--- src/rtl/i2s_clk_seq_if.sv ---
// Control, configuration and divider-facing signals of the I2S clock sequencer.
// The master side is whoever drives start/stop/config and returns sclk from the divider.
interface i2s_clk_seq_if;
   logic       start;
   logic       stop;
   logic       cfg_wr;
   logic [5:0] cfg_N;
   logic       cfg_f32;
   logic       sclk;
   logic [5:0] div_N;
   logic       div_rst_;
   logic       gen_en;
   logic       frame_f32;
   logic       frame_start;
   logic       busy;
   logic       cfg_err;

   modport master (
      output start, stop, cfg_wr, cfg_N, cfg_f32, sclk,
      input  div_N, div_rst_, gen_en, frame_f32, frame_start, busy, cfg_err
   );

   modport slave (
      input  start, stop, cfg_wr, cfg_N, cfg_f32, sclk,
      output div_N, div_rst_, gen_en, frame_f32, frame_start, busy, cfg_err
   );
endinterface

--- src/rtl/i2s_clk_seq.sv ---
// I2S clock sequencer: releases the sclk divider, waits out its warm-up edges,
// frames word-select generation and guards the divider with an sclk watchdog.
module i2s_clk_seq #(
   parameter int WARMUP_EDGES = 4,
   parameter int WDOG_CYCLES  = 128
) (
   input  logic         pclk,
   input  logic         rst_,
   i2s_clk_seq_if.slave bus
);
   localparam int WARM_W = $clog2(WARMUP_EDGES + 1);
   localparam int WDOG_W = $clog2(WDOG_CYCLES + 1);
   localparam logic [WARM_W-1:0] WARM_LAST = WARM_W'(WARMUP_EDGES - 1);
   localparam logic [WARM_W-1:0] WARM_ONE  = WARM_W'(1);
   localparam logic [WDOG_W-1:0] WDOG_LAST = WDOG_W'(WDOG_CYCLES - 1);
   localparam logic [WDOG_W-1:0] WDOG_ONE  = WDOG_W'(1);

   typedef enum logic [2:0] {
      IDLE  = 3'd0,
      LOAD  = 3'd1,
      WARM  = 3'd2,
      RUN   = 3'd3,
      DRAIN = 3'd4
   } state_t;

   state_t              state_r;
   state_t              state_nxt_s;
   logic                sclk_q_r;
   logic [5:0]          n_sh_r;
   logic                f32_sh_r;
   logic [5:0]          n_pend_r;
   logic                f32_pend_r;
   logic                pend_r;
   logic [WARM_W-1:0]   warm_cnt_r;
   logic [5:0]          bit_cnt_r;
   logic [WDOG_W-1:0]   wdog_cnt_r;
   logic [5:0]          div_n_r;
   logic                div_rst_r;
   logic                gen_en_r;
   logic                frame_f32_r;
   logic                frame_start_r;
   logic                busy_r;
   logic                cfg_err_r;

   logic                rise_s;
   logic                active_s;
   logic                streaming_s;
   logic                streaming_nxt_s;
   logic                active_nxt_s;
   logic [5:0]          last_bit_s;
   logic                frame_end_s;
   logic                wdog_fire_s;
   logic                cfg_idle_s;
   logic                apply_pend_s;
   logic                start_err_s;

   assign rise_s          = bus.sclk & ~sclk_q_r;
   assign active_s        = (state_r == WARM) | (state_r == RUN) | (state_r == DRAIN);
   assign streaming_s     = (state_r == RUN) | (state_r == DRAIN);
   assign active_nxt_s    = (state_nxt_s == WARM) | (state_nxt_s == RUN) | (state_nxt_s == DRAIN);
   assign streaming_nxt_s = (state_nxt_s == RUN) | (state_nxt_s == DRAIN);
   assign last_bit_s      = frame_f32_r ? 6'd63 : 6'd31;
   assign frame_end_s     = streaming_s & rise_s & (bit_cnt_r == last_bit_s);
   // Only a quiet stretch can trip the watchdog; a rise always restarts the count.
   assign wdog_fire_s     = active_s & ~rise_s & (wdog_cnt_r == WDOG_LAST);
   assign cfg_idle_s      = bus.cfg_wr & (state_r == IDLE);

   // Next-state decode; stop outranks start in IDLE and outranks a pending reload in RUN.
   always_comb begin
      state_nxt_s  = state_r;
      apply_pend_s = 1'b0;
      start_err_s  = 1'b0;
      if (wdog_fire_s) begin
         state_nxt_s = IDLE;
      end else begin
         case (state_r)
            IDLE: begin
               if (bus.start && !bus.stop) begin
                  if (n_sh_r >= 6'd2) begin
                     state_nxt_s = LOAD;
                  end else begin
                     start_err_s = 1'b1;
                  end
               end else begin
                  state_nxt_s = IDLE;
               end
            end
            LOAD: state_nxt_s = WARM;
            WARM: begin
               if (rise_s && (warm_cnt_r == WARM_LAST)) begin
                  state_nxt_s = RUN;
               end else begin
                  state_nxt_s = WARM;
               end
            end
            RUN: begin
               if (bus.stop && frame_end_s) begin
                  state_nxt_s  = IDLE;
                  apply_pend_s = pend_r;
               end else if (bus.stop) begin
                  state_nxt_s = DRAIN;
               end else if (frame_end_s && pend_r) begin
                  state_nxt_s  = LOAD;
                  apply_pend_s = 1'b1;
               end else begin
                  state_nxt_s = RUN;
               end
            end
            DRAIN: begin
               if (frame_end_s) begin
                  state_nxt_s  = IDLE;
                  apply_pend_s = pend_r;
               end else begin
                  state_nxt_s = DRAIN;
               end
            end
            default: state_nxt_s = IDLE;
         endcase
      end
   end

   // State register.
   always_ff @(posedge pclk or negedge rst_) begin
      if (!rst_) begin
         state_r <= IDLE;
      end else begin
         state_r <= state_nxt_s;
      end
   end

   // Previous sclk sample for rise detection.
   always_ff @(posedge pclk or negedge rst_) begin
      if (!rst_) begin
         sclk_q_r <= 1'b0;
      end else begin
         sclk_q_r <= bus.sclk;
      end
   end

   // Shadow/pending configuration and the sticky error flag.
   always_ff @(posedge pclk or negedge rst_) begin
      if (!rst_) begin
         n_sh_r     <= 6'd0;
         f32_sh_r   <= 1'b0;
         n_pend_r   <= 6'd0;
         f32_pend_r <= 1'b0;
         pend_r     <= 1'b0;
         cfg_err_r  <= 1'b0;
      end else begin
         if (cfg_idle_s) begin
            n_sh_r   <= bus.cfg_N;
            f32_sh_r <= bus.cfg_f32;
         end else if (apply_pend_s) begin
            n_sh_r   <= n_pend_r;
            f32_sh_r <= f32_pend_r;
         end
         // A write landing on the reload cycle stays pending for the next boundary.
         if (bus.cfg_wr && (state_r != IDLE)) begin
            n_pend_r   <= bus.cfg_N;
            f32_pend_r <= bus.cfg_f32;
            pend_r     <= 1'b1;
         end else if (apply_pend_s || cfg_idle_s) begin
            pend_r <= 1'b0;
         end
         if (cfg_idle_s && (bus.cfg_N >= 6'd2)) begin
            cfg_err_r <= 1'b0;
         end else if (start_err_s || wdog_fire_s) begin
            cfg_err_r <= 1'b1;
         end
      end
   end

   // Warm-up edge, frame bit and watchdog counters.
   always_ff @(posedge pclk or negedge rst_) begin
      if (!rst_) begin
         warm_cnt_r <= '0;
         bit_cnt_r  <= 6'd0;
         wdog_cnt_r <= '0;
      end else begin
         if (state_r != WARM) begin
            warm_cnt_r <= '0;
         end else if (rise_s) begin
            warm_cnt_r <= warm_cnt_r + WARM_ONE;
         end
         if (!streaming_s) begin
            bit_cnt_r <= 6'd0;
         end else if (rise_s) begin
            bit_cnt_r <= frame_end_s ? 6'd0 : bit_cnt_r + 6'd1;
         end
         if (!active_s || rise_s) begin
            wdog_cnt_r <= '0;
         end else begin
            wdog_cnt_r <= wdog_cnt_r + WDOG_ONE;
         end
      end
   end

   // Registered outputs follow the state being entered.
   always_ff @(posedge pclk or negedge rst_) begin
      if (!rst_) begin
         div_n_r       <= 6'd0;
         frame_f32_r   <= 1'b0;
         div_rst_r     <= 1'b0;
         gen_en_r      <= 1'b0;
         busy_r        <= 1'b0;
         frame_start_r <= 1'b0;
      end else begin
         if (state_r == LOAD) begin
            div_n_r     <= n_sh_r;
            frame_f32_r <= f32_sh_r;
         end
         div_rst_r     <= active_nxt_s;
         gen_en_r      <= streaming_nxt_s;
         busy_r        <= (state_nxt_s != IDLE);
         frame_start_r <= streaming_s & streaming_nxt_s & rise_s & (bit_cnt_r == 6'd0);
      end
   end

   assign bus.div_N       = div_n_r;
   assign bus.div_rst_    = div_rst_r;
   assign bus.gen_en      = gen_en_r;
   assign bus.frame_f32   = frame_f32_r;
   assign bus.frame_start = frame_start_r;
   assign bus.busy        = busy_r;
   assign bus.cfg_err     = cfg_err_r;
endmodule

--- src/flat_wrapper.sv ---
// flat-port wrapper written by rule: the top's interface ports become plain ports
module i2s_clk_seq_flat 
#(
   parameter int WARMUP_EDGES = 4,
   parameter int WDOG_CYCLES  = 128
)
  (pclk, rst_, bus_start, bus_stop, bus_cfg_wr, bus_cfg_N, bus_cfg_f32, bus_sclk, bus_div_N, bus_div_rst_, bus_gen_en, bus_frame_f32, bus_frame_start, bus_busy, bus_cfg_err);
  i2s_clk_seq_if bus_i ();
  input  logic pclk;
  input  logic rst_;
  input wire logic [$bits(bus_i.start)-1:0] bus_start;
  input wire logic [$bits(bus_i.stop)-1:0] bus_stop;
  input wire logic [$bits(bus_i.cfg_wr)-1:0] bus_cfg_wr;
  input wire logic [$bits(bus_i.cfg_N)-1:0] bus_cfg_N;
  input wire logic [$bits(bus_i.cfg_f32)-1:0] bus_cfg_f32;
  input wire logic [$bits(bus_i.sclk)-1:0] bus_sclk;
  output wire logic [$bits(bus_i.div_N)-1:0] bus_div_N;
  output wire logic [$bits(bus_i.div_rst_)-1:0] bus_div_rst_;
  output wire logic [$bits(bus_i.gen_en)-1:0] bus_gen_en;
  output wire logic [$bits(bus_i.frame_f32)-1:0] bus_frame_f32;
  output wire logic [$bits(bus_i.frame_start)-1:0] bus_frame_start;
  output wire logic [$bits(bus_i.busy)-1:0] bus_busy;
  output wire logic [$bits(bus_i.cfg_err)-1:0] bus_cfg_err;
  assign bus_i.start = bus_start;
  assign bus_i.stop = bus_stop;
  assign bus_i.cfg_wr = bus_cfg_wr;
  assign bus_i.cfg_N = bus_cfg_N;
  assign bus_i.cfg_f32 = bus_cfg_f32;
  assign bus_i.sclk = bus_sclk;
  assign bus_div_N = bus_i.div_N;
  assign bus_div_rst_ = bus_i.div_rst_;
  assign bus_gen_en = bus_i.gen_en;
  assign bus_frame_f32 = bus_i.frame_f32;
  assign bus_frame_start = bus_i.frame_start;
  assign bus_busy = bus_i.busy;
  assign bus_cfg_err = bus_i.cfg_err;
  i2s_clk_seq #(.WARMUP_EDGES(WARMUP_EDGES), .WDOG_CYCLES(WDOG_CYCLES)) u_core (.pclk(pclk), .rst_(rst_), .bus(bus_i));
endmodule
--- config.mk ---
export PLATFORM = sky130hd
export DESIGN_NAME = i2s_clk_seq_flat
export DESIGN_NICKNAME = d
export VERILOG_FILES = /design/src/rtl/i2s_clk_seq_if.sv /design/src/rtl/i2s_clk_seq.sv /design/src/flat_wrapper.sv
export SDC_FILE = /design/constraint.sdc
export NUM_CORES = 1
export LEC_CHECK = 0
export ABC_AREA = 1
export ABC_CLOCK_PERIOD_IN_PS = 1400
export BUFFER_PORTS_ARGS = -buffer_cell sky130_fd_sc_hd__buf_2
export CAP_MARGIN = 40
export CORE_MARGIN = 8
export CORE_UTILIZATION = 52
export CTS_CLUSTER_DIAMETER = 60
export DETAILED_ROUTE_END_ITERATION = 10
export PLACE_DENSITY = 0.81
export SLEW_MARGIN = 20
export SYNTH_ARGS = -nofsm -noshare
export SYNTH_HDL_FRONTEND = slang
export SYNTH_SLANG_ARGS = --single-unit
--- constraint.sdc ---
create_clock -name pclk -period 1.4 [get_ports pclk]
set_input_delay 0.42 -clock pclk [delete_from_list [all_inputs] [get_ports pclk]]
set_output_delay 0.42 -clock pclk [all_outputs]
set_load 0.01 [all_outputs]
==> impl_metrics.xml, run 1 <==
<?xml version="1.0" encoding="UTF-8"?>
<metrics>
  <group name="clocking">
    <metric name="tritoncts_num_sinks" unit="">48</metric>
    <metric name="cts_inserted_buffers" unit="">5</metric>
    <metric name="cts_hold_buffers" unit="">0</metric>
    <metric name="clock_insertion_delay_worst_skew" unit="ns">0.30</metric>
    <metric name="clock_tree.root_cell" unit="">clkbuf_8</metric>
    <metric name="cts.path.max_buffers" unit="">2</metric>
    <metric name="ctsHtreeMaxLevel" unit="">2</metric>
    <metric name="cts_tree" unit="">done</metric>
    <metric name="clk_transition_reported_paths" unit="ns">0.08</metric>
  </group>
  <group name="placement">
    <metric name="dp.final_hpwl" unit="um">3410</metric>
    <metric name="gpl_wtd_cong" unit="">0.862</metric>
    <metric name="detailed_place.area" unit="um^2">2530</metric>
    <metric name="placement.setup.worst_slack" unit="ns">-0.0477</metric>
    <metric name="port_buffers" unit="">24</metric>
  </group>
  <group name="layout">
    <metric name="synthesis_to_finish_area_growth" unit="%">25.4</metric>
    <metric name="final_area" unit="um^2">2790</metric>
    <metric name="seq_area" unit="um^2">1200</metric>
    <metric name="multi_input_area" unit="um^2">971</metric>
    <metric name="n_fill_cell" unit="">333</metric>
    <metric name="drive_above_1_share" unit="">0.295</metric>
    <metric name="antenna_cells" unit="">0</metric>
    <metric name="finish.net_count" unit="">332</metric>
  </group>
  <group name="timing">
    <metric name="final.setup.tns" unit="ns">-0.0640</metric>
    <metric name="finalMaxSlewViolations" unit="">0</metric>
    <metric name="slew_at_the_pin_closest_to_its_max_slew_limit" unit="ns">0.324</metric>
    <metric name="grt_setup_unrepaired" unit="">yes</metric>
    <metric name="fmax" unit="MHz">702</metric>
    <metric name="fin_skew" unit="ns">0.00729</metric>
    <metric name="hold_ws" unit="ns">0.0871</metric>
    <metric name="post-route-min-period" unit="ns">1.42</metric>
    <metric name="finalCritPeriodShare" unit="">1.02</metric>
    <metric name="relative_slew_slack" unit="">0.783</metric>
    <metric name="final_critical_path_setup_slack" unit="ns">-0.0242</metric>
    <metric name="setup-violations-final" unit="">5</metric>
    <metric name="timing.final.hold_violations" unit="">0</metric>
  </group>
  <group name="logic_synthesis">
    <metric name="netlist.area_leader.share" unit="">0.539</metric>
    <metric name="yosys.area_share.xor_xnor" unit="">0.00787</metric>
    <metric name="synthFlopType" unit="">dfrtp_1</metric>
    <metric name="post-synth-top-count-cell" unit="">nand2_1</metric>
    <metric name="synth_async_sr_flop_share" unit="">1.00</metric>
    <metric name="post_synth_num_cell_types" unit="">26</metric>
    <metric name="syn-instance-count" unit="">265</metric>
    <metric name="syn-num-nets" unit="">283</metric>
    <metric name="yosys-top-cells-count" unit="">nand2_1, dfrtp_1, inv_1, o21ai_0, nor2_1</metric>
    <metric name="synth_compound_area_frac" unit="">0.120</metric>
    <metric name="synthSimpleGateAreaFrac" unit="">0.224</metric>
    <metric name="synth_sequential_area_ratio" unit="">0.539</metric>
    <metric name="netlist_area_before_placement" unit="um^2">2230</metric>
    <metric name="synthDominantAreaCellType" unit="">dfrtp_1</metric>
    <metric name="synth-adder-area-share" unit="">0.0281</metric>
    <metric name="yosys-mux-area-fraction" unit="">0</metric>
    <metric name="syn_avg_cell_area" unit="um^2">8.40</metric>
    <metric name="synth-seq-cells" unit="">48</metric>
    <metric name="synth_enable_flop_cells" unit="">0</metric>
    <metric name="yosysWarnings" unit="">0</metric>
    <metric name="synth_top_family_by_area" unit="">simple AND/OR/NAND/NOR gates</metric>
    <metric name="ys_top_cells_by_area" unit="">dfrtp_1, nand2_1, inv_1</metric>
  </group>
  <group name="worst_setup_path">
    <metric name="critical_path_maximum_fanout" unit="">6</metric>
    <metric name="critPathCaptureType" unit="">flop</metric>
    <metric name="worst-setup-path-type" unit="">flop to flop</metric>
    <metric name="worstSetupStartpointType" unit="">flop</metric>
    <metric name="critical_path_required" unit="ns">1.64</metric>
    <metric name="arrival" unit="ns">1.66</metric>
  </group>
  <group name="drt">
    <metric name="routed_wire_per_std_cell" unit="um">13.3</metric>
    <metric name="first_iter_violations" unit="">109</metric>
    <metric name="wl" unit="um">4870</metric>
    <metric name="remaining_drc_errors" unit="">0</metric>
    <metric name="drtPass1Iterations" unit="">4</metric>
    <metric name="antenna_violating_nets_left" unit="">0</metric>
    <metric name="drt-vias-per-instance" unit="">5.16</metric>
    <metric name="dr_total_vias" unit="">1894</metric>
  </group>
  <group name="floorplanning">
    <metric name="fp.dieH" unit="um">81.4</metric>
    <metric name="die_area" unit="um^2">6630</metric>
    <metric name="starting_density" unit="">0.526</metric>
    <metric name="io_pins" unit="">25</metric>
    <metric name="row_count" unit="">24</metric>
    <metric name="die_w" unit="um">81.4</metric>
    <metric name="design.core.area" unit="um^2">4230</metric>
  </group>
  <group name="global_routing">
    <metric name="global_route_congestion_overflow_total" unit="">0</metric>
    <metric name="grt_pass1_vias" unit="">1949</metric>
    <metric name="wire_length_of_the_first_global_routing_pass" unit="um">8140</metric>
    <metric name="largest_net_degree_at_the_start_of_global_routing" unit="">49</metric>
    <metric name="global_route.usage.total" unit="">0.155</metric>
    <metric name="grt_antenna_before_repair" unit="">0</metric>
  </group>
  <group name="power">
    <metric name="p_int" unit="W">0.00295</metric>
    <metric name="switchingPower" unit="W">0.00180</metric>
    <metric name="proportion_of_total_power_due_to_net_switching" unit="">0.378</metric>
    <metric name="combinationalPowerShare" unit="">0.385</metric>
    <metric name="p_per_area" unit="nW/um^2">1700</metric>
    <metric name="power.share.sequential" unit="">0.439</metric>
    <metric name="power_share_of_the_clock_group" unit="">0.176</metric>
    <metric name="power.ir.vdd_worst" unit="mV">1.12</metric>
    <metric name="post-layout-total-power" unit="W">0.00475</metric>
    <metric name="p_leak" unit="nW">1.36</metric>
  </group>
  <group name="run">
    <metric name="max_cap_viol_count" unit="">0</metric>
  </group>
  <group name="min_path">
    <metric name="min-delay-path-class" unit="">input pin to asynchronous set/reset pin</metric>
  </group>
  <group name="outcome">
    <metric name="violations" unit="">setup timing</metric>
    <metric name="status" unit="">finished with violations</metric>
  </group>
</metrics>
cell families after synthesis:
logic type	Yosys count
and+or+nand+nor	114
adders and majority gates	5
DFF	48
xor gates and xnor gates	2
AOI/OAI and AO/OA	49
buffers and inverters	47
final cells by class:
class                      count  area share
clock buffer                   7      0.0309
tap                           52      0.0233
multi-input combinational    170       0.348
clock inverter                 1     0.00269
inverter                      43      0.0578
sequential                    48       0.431
timing repair buffer          46       0.107
final timing paths:
check	endpoint	cells after the start	slack [ns]	from
setup / recovery	u_core.bus.gen_en	7	-0.02	u_core.state_r[2]
max in group asynchronous	u_core.state_r[0]	2	1.08	rst_
min in group pclk	u_core.sclk_q_r	1	0.24	bus_sclk
setup reg to reg	u_core.bus.gen_en	7	-0.02	u_core.state_r[2]
hold / removal	u_core.bit_cnt_r[2]	2	0.09	rst_
hold reg to reg	u_core.bus.div_N[1]	2	0.48	u_core.bus.div_N[1]
metal layers:
metal  part of all wire  wire length (um)  GRT usage
met4              0.012                60     0.0411
met3              0.038               184     0.0350
met2               0.53              2600      0.286
met5                  0                 0          0
met1               0.42              2030      0.174
repair_timing:
action,in CTS,in global routing
cloned,0,0
pin swaps,3,17
gates resized for setup,11,24
setup buffers,2,4
endpoints found under the setup margin,12,22
critical path, stage by stage (launching register included):
cell	delay, ns
dfrtp_2	0.49
inv_2	0.09
nand3_1	0.14
nor2_1	0.31
a31oi_4	0.06
nand2_1	0.12
nand3_1	0.08
nand2_1	0.08
state kept, by name, indices dropped and copies added, names as in the netlist:
register                cells
u_core.bit_cnt_r            6
u_core.bus.busy             1
u_core.bus.cfg_err          1
u_core.bus.div_N            6
u_core.bus.div_rst_         1
u_core.bus.frame_f32        1
u_core.bus.frame_start      1
u_core.bus.gen_en           1
u_core.f32_pend_r           1
u_core.f32_sh_r             1
u_core.n_pend_r             6
u_core.n_sh_r               6
u_core.pend_r               1
u_core.sclk_q_r             1
u_core.state_r              3
u_core.warm_cnt_r           3
u_core.wdog_cnt_r           8
power groups by stage:
stage               Combinational (W)  Sequential [W]  Clock (W)
floorplan                    0.000970         0.00210          0
global placement              0.00157         0.00205          0
detailed placement            0.00163         0.00208          0
CTS                           0.00171         0.00207   0.000857
global route                  0.00207         0.00214   0.000909
finish                        0.00183         0.00209   0.000837
stage by stage:
| stage | utilization | instances |
|---|---|---|
| finish | 0.660 | 367 |
| detailed placement | 0.598 | 353 |
| CTS | 0.631 | 363 |
| global placement | 0.598 | 353 |
| global route | 0.660 | 367 |
| floorplan | - | 265 |
placed cells by master (no fill, tap or decap), types with 6 or more instances in the layout:
| master | count |
|---|---|
| nand2_1 | 56 |
| dfrtp_1 | 45 |
| inv_1 | 36 |
| o21ai_0 | 26 |
| buf_2 | 24 |
| buf_4 | 21 |
| nor2_1 | 11 |
| nand3_1 | 9 |
| nor3_1 | 8 |
| inv_2 | 7 |
| nand2_2 | 7 |
| a21oi_1 | 7 |
| o21ai_1 | 7 |
| clkbuf_8 | 6 |
Note: power is estimated with default switching activity, not from simulation.
==> run 2, diff against run 1 <==
- CORE_UTILIZATION: 52 -> 44
- PLACE_DENSITY: 0.81 -> 0.71
- SKIP_CTS_REPAIR_TIMING: unset -> 1
==> run 2 against run 1 <==
Against the previous run: the flow now finishes without violations; register-to-register slack improved by 0.03 ns; global-route usage decreased by 2.7 points; critical path depth increased by 1; clock-buffer cell count unchanged; routed wire length decreased by 4.6%; first-iteration DRC count decreased by 30%; sequential power about the same; clock power increased by 29%; utilization decreased by 9.7 points; hold slack improved by 0.0014 ns; flip-flop and latch count unchanged; critical endpoint is now u_core.bus.busy; largest cell class unchanged.
==> impl_metrics.xml, run 2 (synthesis gave the netlist of run 1 again) <==
<?xml version="1.0" encoding="UTF-8"?>
<metrics>
  <group name="outcome">
    <metric name="status" unit="">completed</metric>
  </group>
  <group name="power">
    <metric name="combinationalPowerShare" unit="">0.358</metric>
    <metric name="p_per_area" unit="nW/um^2">1740</metric>
    <metric name="power_share_of_the_clock_group" unit="">0.221</metric>
    <metric name="power.ir.vdd_worst" unit="mV">0.955</metric>
    <metric name="p_int" unit="W">0.00318</metric>
    <metric name="p_leak" unit="nW">1.38</metric>
    <metric name="switchingPower" unit="W">0.00172</metric>
    <metric name="power.share.sequential" unit="">0.421</metric>
    <metric name="proportion_of_total_power_due_to_net_switching" unit="">0.351</metric>
  </group>
  <group name="layout">
    <metric name="drive_above_1_share" unit="">0.274</metric>
    <metric name="synthesis_to_finish_area_growth" unit="%">26.7</metric>
    <metric name="finish.net_count" unit="">327</metric>
    <metric name="top_register" unit="">u_core.wdog_cnt_r</metric>
    <metric name="instances_no_fill" unit="">380</metric>
    <metric name="final_area" unit="um^2">2820</metric>
    <metric name="antenna_cells" unit="">0</metric>
    <metric name="largest_reg_flops" unit="">8</metric>
    <metric name="mostFrequentLayoutCell" unit="">nand2_1</metric>
    <metric name="layout.cells.most_common_list" unit="">nand2_1, dfrtp_1, inv_1</metric>
  </group>
  <group name="timing">
    <metric name="grt_setup_unrepaired" unit="">yes</metric>
    <metric name="relative_slew_slack" unit="">0.823</metric>
    <metric name="post-route-min-period" unit="ns">1.40</metric>
    <metric name="setup-violations-final" unit="">0</metric>
    <metric name="slew_at_the_pin_closest_to_its_max_slew_limit" unit="ns">0.264</metric>
    <metric name="final.setup.tns" unit="ns">0</metric>
    <metric name="fmax" unit="MHz">715</metric>
    <metric name="timing.final.hold_violations" unit="">0</metric>
    <metric name="finalMaxSlewViolations" unit="">0</metric>
    <metric name="finalCritPeriodShare" unit="">0.999</metric>
    <metric name="fin_skew" unit="ns">0.0102</metric>
  </group>
  <group name="drt">
    <metric name="drtPass1Iterations" unit="">4</metric>
    <metric name="antenna_violating_nets_left" unit="">0</metric>
    <metric name="remaining_drc_errors" unit="">0</metric>
    <metric name="dr_total_vias" unit="">1805</metric>
    <metric name="routed_wire_per_std_cell" unit="um">12.2</metric>
    <metric name="wl" unit="um">4650</metric>
    <metric name="drt-vias-per-instance" unit="">4.75</metric>
    <metric name="first_iter_violations" unit="">76</metric>
  </group>
  <group name="worst_setup_path">
    <metric name="r2r_setup_slack" unit="ns">0.001</metric>
    <metric name="worst-setup-path-type" unit="">flop to flop</metric>
    <metric name="cell_depth_of_the_worst_flop_to_flop_path" unit="">8</metric>
    <metric name="crit-reg2reg-launch" unit="">u_core.state_r[0]</metric>
    <metric name="arrival" unit="ns">1.58</metric>
    <metric name="worstSetupStartpointType" unit="">flop</metric>
    <metric name="critPathCaptureType" unit="">flop</metric>
    <metric name="r2r_end" unit="">u_core.bus.busy</metric>
    <metric name="critical_path_required" unit="ns">1.58</metric>
    <metric name="critPathCapture" unit="">u_core.bus.busy</metric>
    <metric name="critical_path_maximum_fanout" unit="">6</metric>
    <metric name="timing.critical_path.from" unit="">u_core.state_r[0]</metric>
  </group>
  <group name="global_routing">
    <metric name="grt_use_met2" unit="">0.227</metric>
    <metric name="gr-usage-met1" unit="">0.142</metric>
    <metric name="global_route_congestion_overflow_total" unit="">0</metric>
    <metric name="wire_length_of_the_first_global_routing_pass" unit="um">7670</metric>
    <metric name="top_usage_layer" unit="">met2</metric>
    <metric name="largest_net_degree_at_the_start_of_global_routing" unit="">49</metric>
    <metric name="global_route.usage.total" unit="">0.128</metric>
    <metric name="grt_antenna_before_repair" unit="">0</metric>
    <metric name="grt_pass1_vias" unit="">1800</metric>
    <metric name="globalRouteMet3Util" unit="">0.0340</metric>
  </group>
  <group name="run">
    <metric name="max_cap_viol_count" unit="">0</metric>
  </group>
  <group name="clocking">
    <metric name="cts.path.max_buffers" unit="">2</metric>
    <metric name="cts_tree" unit="">done</metric>
    <metric name="clock_insertion_delay_worst_skew" unit="ns">0.30</metric>
    <metric name="ctsHtreeMaxLevel" unit="">2</metric>
    <metric name="clk_transition_reported_paths" unit="ns">0.09</metric>
    <metric name="clock_tree.root_cell" unit="">clkbuf_8</metric>
    <metric name="tritoncts_num_sinks" unit="">48</metric>
    <metric name="cts_inserted_buffers" unit="">5</metric>
  </group>
  <group name="floorplanning">
    <metric name="design.core.area" unit="um^2">5010</metric>
    <metric name="starting_density" unit="">0.445</metric>
    <metric name="die_w" unit="um">87.1</metric>
    <metric name="fp.dieH" unit="um">87.1</metric>
    <metric name="die_area" unit="um^2">7590</metric>
    <metric name="io_pins" unit="">25</metric>
    <metric name="row_count" unit="">26</metric>
  </group>
  <group name="placement">
    <metric name="gpl_wtd_cong" unit="">0.824</metric>
    <metric name="port_buffers" unit="">24</metric>
    <metric name="dp.final_hpwl" unit="um">3330</metric>
    <metric name="place_inst" unit="">369</metric>
    <metric name="detailed_place.area" unit="um^2">2580</metric>
  </group>
  <group name="min_path">
    <metric name="min-delay-path-class" unit="">input pin to asynchronous set/reset pin</metric>
  </group>
</metrics>
[run 2: cell types whose count changed in the layout (fill, tap and decap cells not counted), sizes merged]
cell,delta
clkinvlp,-1
bufinv,+1
buf,-5
[run 2: cell type report]
type	count	area, um^2
clock inverters	1	30.0
fillers	480	2190
well taps	70	87.6
flip-flops and latches	48	1200
repair buffers	41	298
clock buffers	7	96.3
multi-input cells	170	943
inverters	43	161
[run 2: power groups by stage]
stage	Clock, W	Combinational (W)	Sequential, W
floorplan	0	0.000970	0.00210
global placement	0	0.00163	0.00204
detailed placement	0	0.00168	0.00206
CTS	0.00112	0.00169	0.00204
global route	0.00116	0.00200	0.00211
finish	0.00108	0.00175	0.00206
[run 2: how the worst min path moves through the flow]
| stage | cells past startpoint | start | slack [ns] | end |
|---|---|---|---|---|
| floorplan | 0 | rst_ | 0.12 | u_core.bit_cnt_r[0] |
| global placement | 2 | rst_ | 0.42 | u_core.bit_cnt_r[1] |
| detailed placement | 2 | rst_ | 0.42 | u_core.bit_cnt_r[1] |
| CTS | 2 | rst_ | 0.1 | u_core.bit_cnt_r[1] |
| global route | 2 | rst_ | 0.11 | u_core.bit_cnt_r[0] |
| finish | 2 | rst_ | 0.09 | u_core.wdog_cnt_r[0] |
[run 2: routing by layer]
layer | share of wire | vias up
met5 | 0 | -
met4 | 0.013 | 0
met3 | 0.025 | 5
met2 | 0.54 | 23
met1 | 0.42 | 842
li1 | - | 935
[run 2: stage by stage]
| step | hold slack (ns) | setup WS [ns] | util | power [W] |
|---|---|---|---|---|
| after global placement | 0.424 | -0.0451 | 0.514 | 0.00367 |
| after detailed placement | 0.424 | -0.106 | 0.514 | 0.00374 |
| after floorplan | 0.124 | 0.0115 | - | 0.00307 |
| final | 0.0885 | 0.00109 | 0.563 | 0.00490 |
| after CTS | 0.0995 | -0.0877 | 0.540 | 0.00484 |
| after global routing | 0.107 | -0.104 | 0.563 | 0.00528 |
[run 2: critical path: stages, from the launching register on]
cell,delay (ns)
dfrtp_2,0.46
inv_2,0.09
nand3_1,0.12
nand2_2,0.15
nand2_1,0.09
nor2_1,0.15
nor3_2,0.07
nand2_4,0.07
nand3_2,0.07
==> run 3, diff against run 2 <==
==> constraint.sdc (replaced) <==
create_clock -name pclk -period 1.4 [get_ports pclk]
set_input_delay 0.21 -clock pclk [delete_from_list [all_inputs] [get_ports pclk]]
set_output_delay 0.21 -clock pclk [all_outputs]
set_load 0.01 [all_outputs]
==> run 3 against run 2 <==
Against the previous run: the run now ends with setup timing left; maximum frequency fell by 0.89%; via count rose by 1.4%; setup slack got worse by 0.013 ns; critical endpoint is now u_core.n_sh_r[5]; sequential power barely moved; combinational power barely moved.
==> impl_metrics.xml, run 3 (synthesis gave the netlist of run 1 again) <==
<?xml version="1.0" encoding="UTF-8"?>
<metrics>
  <group name="min_path">
    <metric name="worst_hold_path.endpoint" unit="">u_core.sclk_q_r</metric>
    <metric name="hold_depth" unit="">1</metric>
    <metric name="min-delay-path-class" unit="">input pin to flop</metric>
    <metric name="worst_hold_startpoint" unit="">bus_sclk</metric>
  </group>
  <group name="timing">
    <metric name="post-route-min-period" unit="ns">1.41</metric>
    <metric name="timing.final.hold_violations" unit="">0</metric>
    <metric name="setup-violations-final" unit="">1</metric>
    <metric name="fin_skew" unit="ns">0.0106</metric>
    <metric name="finalMaxSlewViolations" unit="">0</metric>
    <metric name="relative_slew_slack" unit="">0.831</metric>
    <metric name="final_critical_path_setup_slack" unit="ns">-0.0115</metric>
    <metric name="slew_at_the_pin_closest_to_its_max_slew_limit" unit="ns">0.252</metric>
    <metric name="grt_setup_unrepaired" unit="">yes</metric>
    <metric name="fmax" unit="MHz">708</metric>
    <metric name="finalCritPeriodShare" unit="">1.01</metric>
  </group>
  <group name="global_routing">
    <metric name="global_route_congestion_overflow_total" unit="">0</metric>
    <metric name="grt_antenna_before_repair" unit="">0</metric>
    <metric name="grt_pass1_vias" unit="">1778</metric>
    <metric name="global_route.usage.total" unit="">0.128</metric>
    <metric name="largest_net_degree_at_the_start_of_global_routing" unit="">32</metric>
    <metric name="wire_length_of_the_first_global_routing_pass" unit="um">7760</metric>
  </group>
  <group name="worst_setup_path">
    <metric name="crit-reg2reg-launch" unit="">u_core.state_r[2]</metric>
    <metric name="cp_slowest_cell" unit="">dfrtp_2</metric>
    <metric name="worst-setup-path-type" unit="">flop to flop</metric>
    <metric name="critPathCaptureType" unit="">flop</metric>
    <metric name="critical_path_required" unit="ns">1.63</metric>
    <metric name="r2r_setup_slack" unit="ns">-0.01</metric>
    <metric name="cpPeakStageDelay" unit="ns">0.48</metric>
    <metric name="cell_depth_of_the_worst_flop_to_flop_path" unit="">6</metric>
    <metric name="worstSetupStartpointType" unit="">flop</metric>
    <metric name="arrival" unit="ns">1.64</metric>
    <metric name="timing.critical_path.cells" unit="">nor2_4, nand3_4, buf_4, o21ai_0, nand2_1, o21ai_1</metric>
    <metric name="critical_path_maximum_fanout" unit="">9</metric>
    <metric name="r2r_end" unit="">u_core.n_sh_r[5]</metric>
  </group>
  <group name="floorplanning">
    <metric name="row_count" unit="">26</metric>
    <metric name="fp.dieH" unit="um">87.1</metric>
    <metric name="design.core.area" unit="um^2">5010</metric>
    <metric name="die_w" unit="um">87.1</metric>
    <metric name="die_area" unit="um^2">7590</metric>
    <metric name="io_pins" unit="">25</metric>
    <metric name="starting_density" unit="">0.445</metric>
  </group>
  <group name="drt">
    <metric name="antenna_violating_nets_left" unit="">0</metric>
    <metric name="first_iter_violations" unit="">50</metric>
    <metric name="remaining_drc_errors" unit="">0</metric>
    <metric name="dr_total_vias" unit="">1831</metric>
    <metric name="wl" unit="um">4580</metric>
    <metric name="routed_wire_length_on_met3" unit="um">136</metric>
    <metric name="wl_met1" unit="um">2070</metric>
    <metric name="drt-vias-per-instance" unit="">4.77</metric>
    <metric name="drtPass1Iterations" unit="">4</metric>
    <metric name="routed_wire_per_std_cell" unit="um">11.9</metric>
    <metric name="topRoutingLayerUsed" unit="">met4</metric>
    <metric name="route.met2.wl" unit="um">2290</metric>
  </group>
  <group name="power">
    <metric name="power_share_of_the_clock_group" unit="">0.265</metric>
    <metric name="power.share.sequential" unit="">0.400</metric>
    <metric name="combinationalPowerShare" unit="">0.335</metric>
    <metric name="p_per_area" unit="nW/um^2">1800</metric>
    <metric name="proportion_of_total_power_due_to_net_switching" unit="">0.340</metric>
    <metric name="p_leak" unit="nW">1.40</metric>
    <metric name="power.ir.vdd_worst" unit="mV">1.05</metric>
    <metric name="p_int" unit="W">0.00339</metric>
    <metric name="switchingPower" unit="W">0.00175</metric>
  </group>
  <group name="placement">
    <metric name="port_buffers" unit="">24</metric>
    <metric name="gpl_wtd_cong" unit="">0.892</metric>
    <metric name="placement.setup.worst_slack" unit="ns">-0.0287</metric>
    <metric name="place_inst" unit="">371</metric>
    <metric name="dp.final_hpwl" unit="um">3310</metric>
  </group>
  <group name="layout">
    <metric name="mostFrequentLayoutCell" unit="">nand2_1</metric>
    <metric name="seq_area" unit="um^2">1200</metric>
    <metric name="multi_input_area" unit="um^2">940</metric>
    <metric name="antenna_cells" unit="">0</metric>
    <metric name="synthesis_to_finish_area_growth" unit="%">28.1</metric>
    <metric name="largest_reg_flops" unit="">8</metric>
    <metric name="layout.cells.most_common_list" unit="">nand2_1, dfrtp_1, inv_1</metric>
    <metric name="drive_above_1_share" unit="">0.258</metric>
    <metric name="n_fill_cell" unit="">482</metric>
    <metric name="finish.net_count" unit="">331</metric>
    <metric name="instances_no_fill" unit="">384</metric>
    <metric name="top_register" unit="">u_core.wdog_cnt_r</metric>
  </group>
  <group name="outcome">
    <metric name="status" unit="">finished with violations</metric>
    <metric name="violations" unit="">setup timing</metric>
  </group>
  <group name="clocking">
    <metric name="clk_transition_reported_paths" unit="ns">0.09</metric>
    <metric name="clock_insertion_delay_worst_skew" unit="ns">0.30</metric>
    <metric name="tritoncts_num_sinks" unit="">48</metric>
    <metric name="clock_tree.root_cell" unit="">clkbuf_8</metric>
    <metric name="cts.path.max_buffers" unit="">2</metric>
    <metric name="cts_tree" unit="">done</metric>
    <metric name="cts_inserted_buffers" unit="">5</metric>
    <metric name="ctsHtreeMaxLevel" unit="">2</metric>
  </group>
  <group name="run">
    <metric name="max_cap_viol_count" unit="">0</metric>
  </group>
</metrics>
[run 3: cell type report]
class / instances / area share
multi-input cells: 171 / 0.329
flip-flops and latches: 48 / 0.422
inverters: 43 / 0.0566
clock buffers: 5 / 0.0241
well taps: 70 / 0.0307
repair buffers: 44 / 0.106
clock inverters: 3 / 0.0316
[run 3: worst max-delay path: cells and delay by family, from the launching register on]
| family | cells | cell delay, ns |
|---|---|---|
| AOI/OAI and AO/OA | 2 | 0.29 |
| and+or+nand+nor | 3 | 0.36 |
| buffers and inverters | 1 | 0.20 |
| DFF | 1 | 0.48 |
[run 3: layer usage]
| metal | vias up | global-route usage |
|---|---|---|
| met5 | - | 0 |
| met4 | 0 | 0.0531 |
| met3 | 10 | 0.0387 |
| met2 | 29 | 0.219 |
| met1 | 852 | 0.144 |
| li1 | 940 | - |
[run 3: stage by stage]
step | cell area [um^2] | TNS, ns | util | hold WS (ns) | power, W
final | 2850 | -0.0115 | 0.570 | 0.0268 | 0.00513
after global routing | 2850 | -0.782 | 0.570 | 0.0182 | 0.00548
after global placement | 2560 | 0 | 0.511 | 0.193 | 0.00360
after floorplan | 2230 | 0 | - | -0.0856 | 0.00306
after CTS | 2720 | -0.287 | 0.543 | -0.127 | 0.00502
after detailed placement | 2560 | -0.0912 | 0.511 | 0.191 | 0.00366
[run 3: worst max path at each step]
stage	startpoint	endpoint	slack (ns)
floorplan	u_core.state_r[0]	u_core.bus.busy	0.04
global placement	u_core.state_r[1]	u_core.n_sh_r[0]	0.01
detailed placement	u_core.state_r[0]	u_core.n_sh_r[5]	-0.03
CTS	u_core.state_r[0]	u_core.bus.busy	-0.05
global route	u_core.bit_cnt_r[0]	u_core.bus.busy	-0.09
finish	u_core.state_r[2]	u_core.n_sh_r[5]	-0.01
[run 3: power by group through the flow]
stage                     clock (W)  combinational, W  sequential [W]
after floorplan                   0          0.000960         0.00210
after global placement            0           0.00156         0.00205
after detailed placement          0           0.00160         0.00206
after CTS                   0.00138           0.00161         0.00203
after global routing        0.00144           0.00195         0.00210
final                       0.00136           0.00172         0.00206
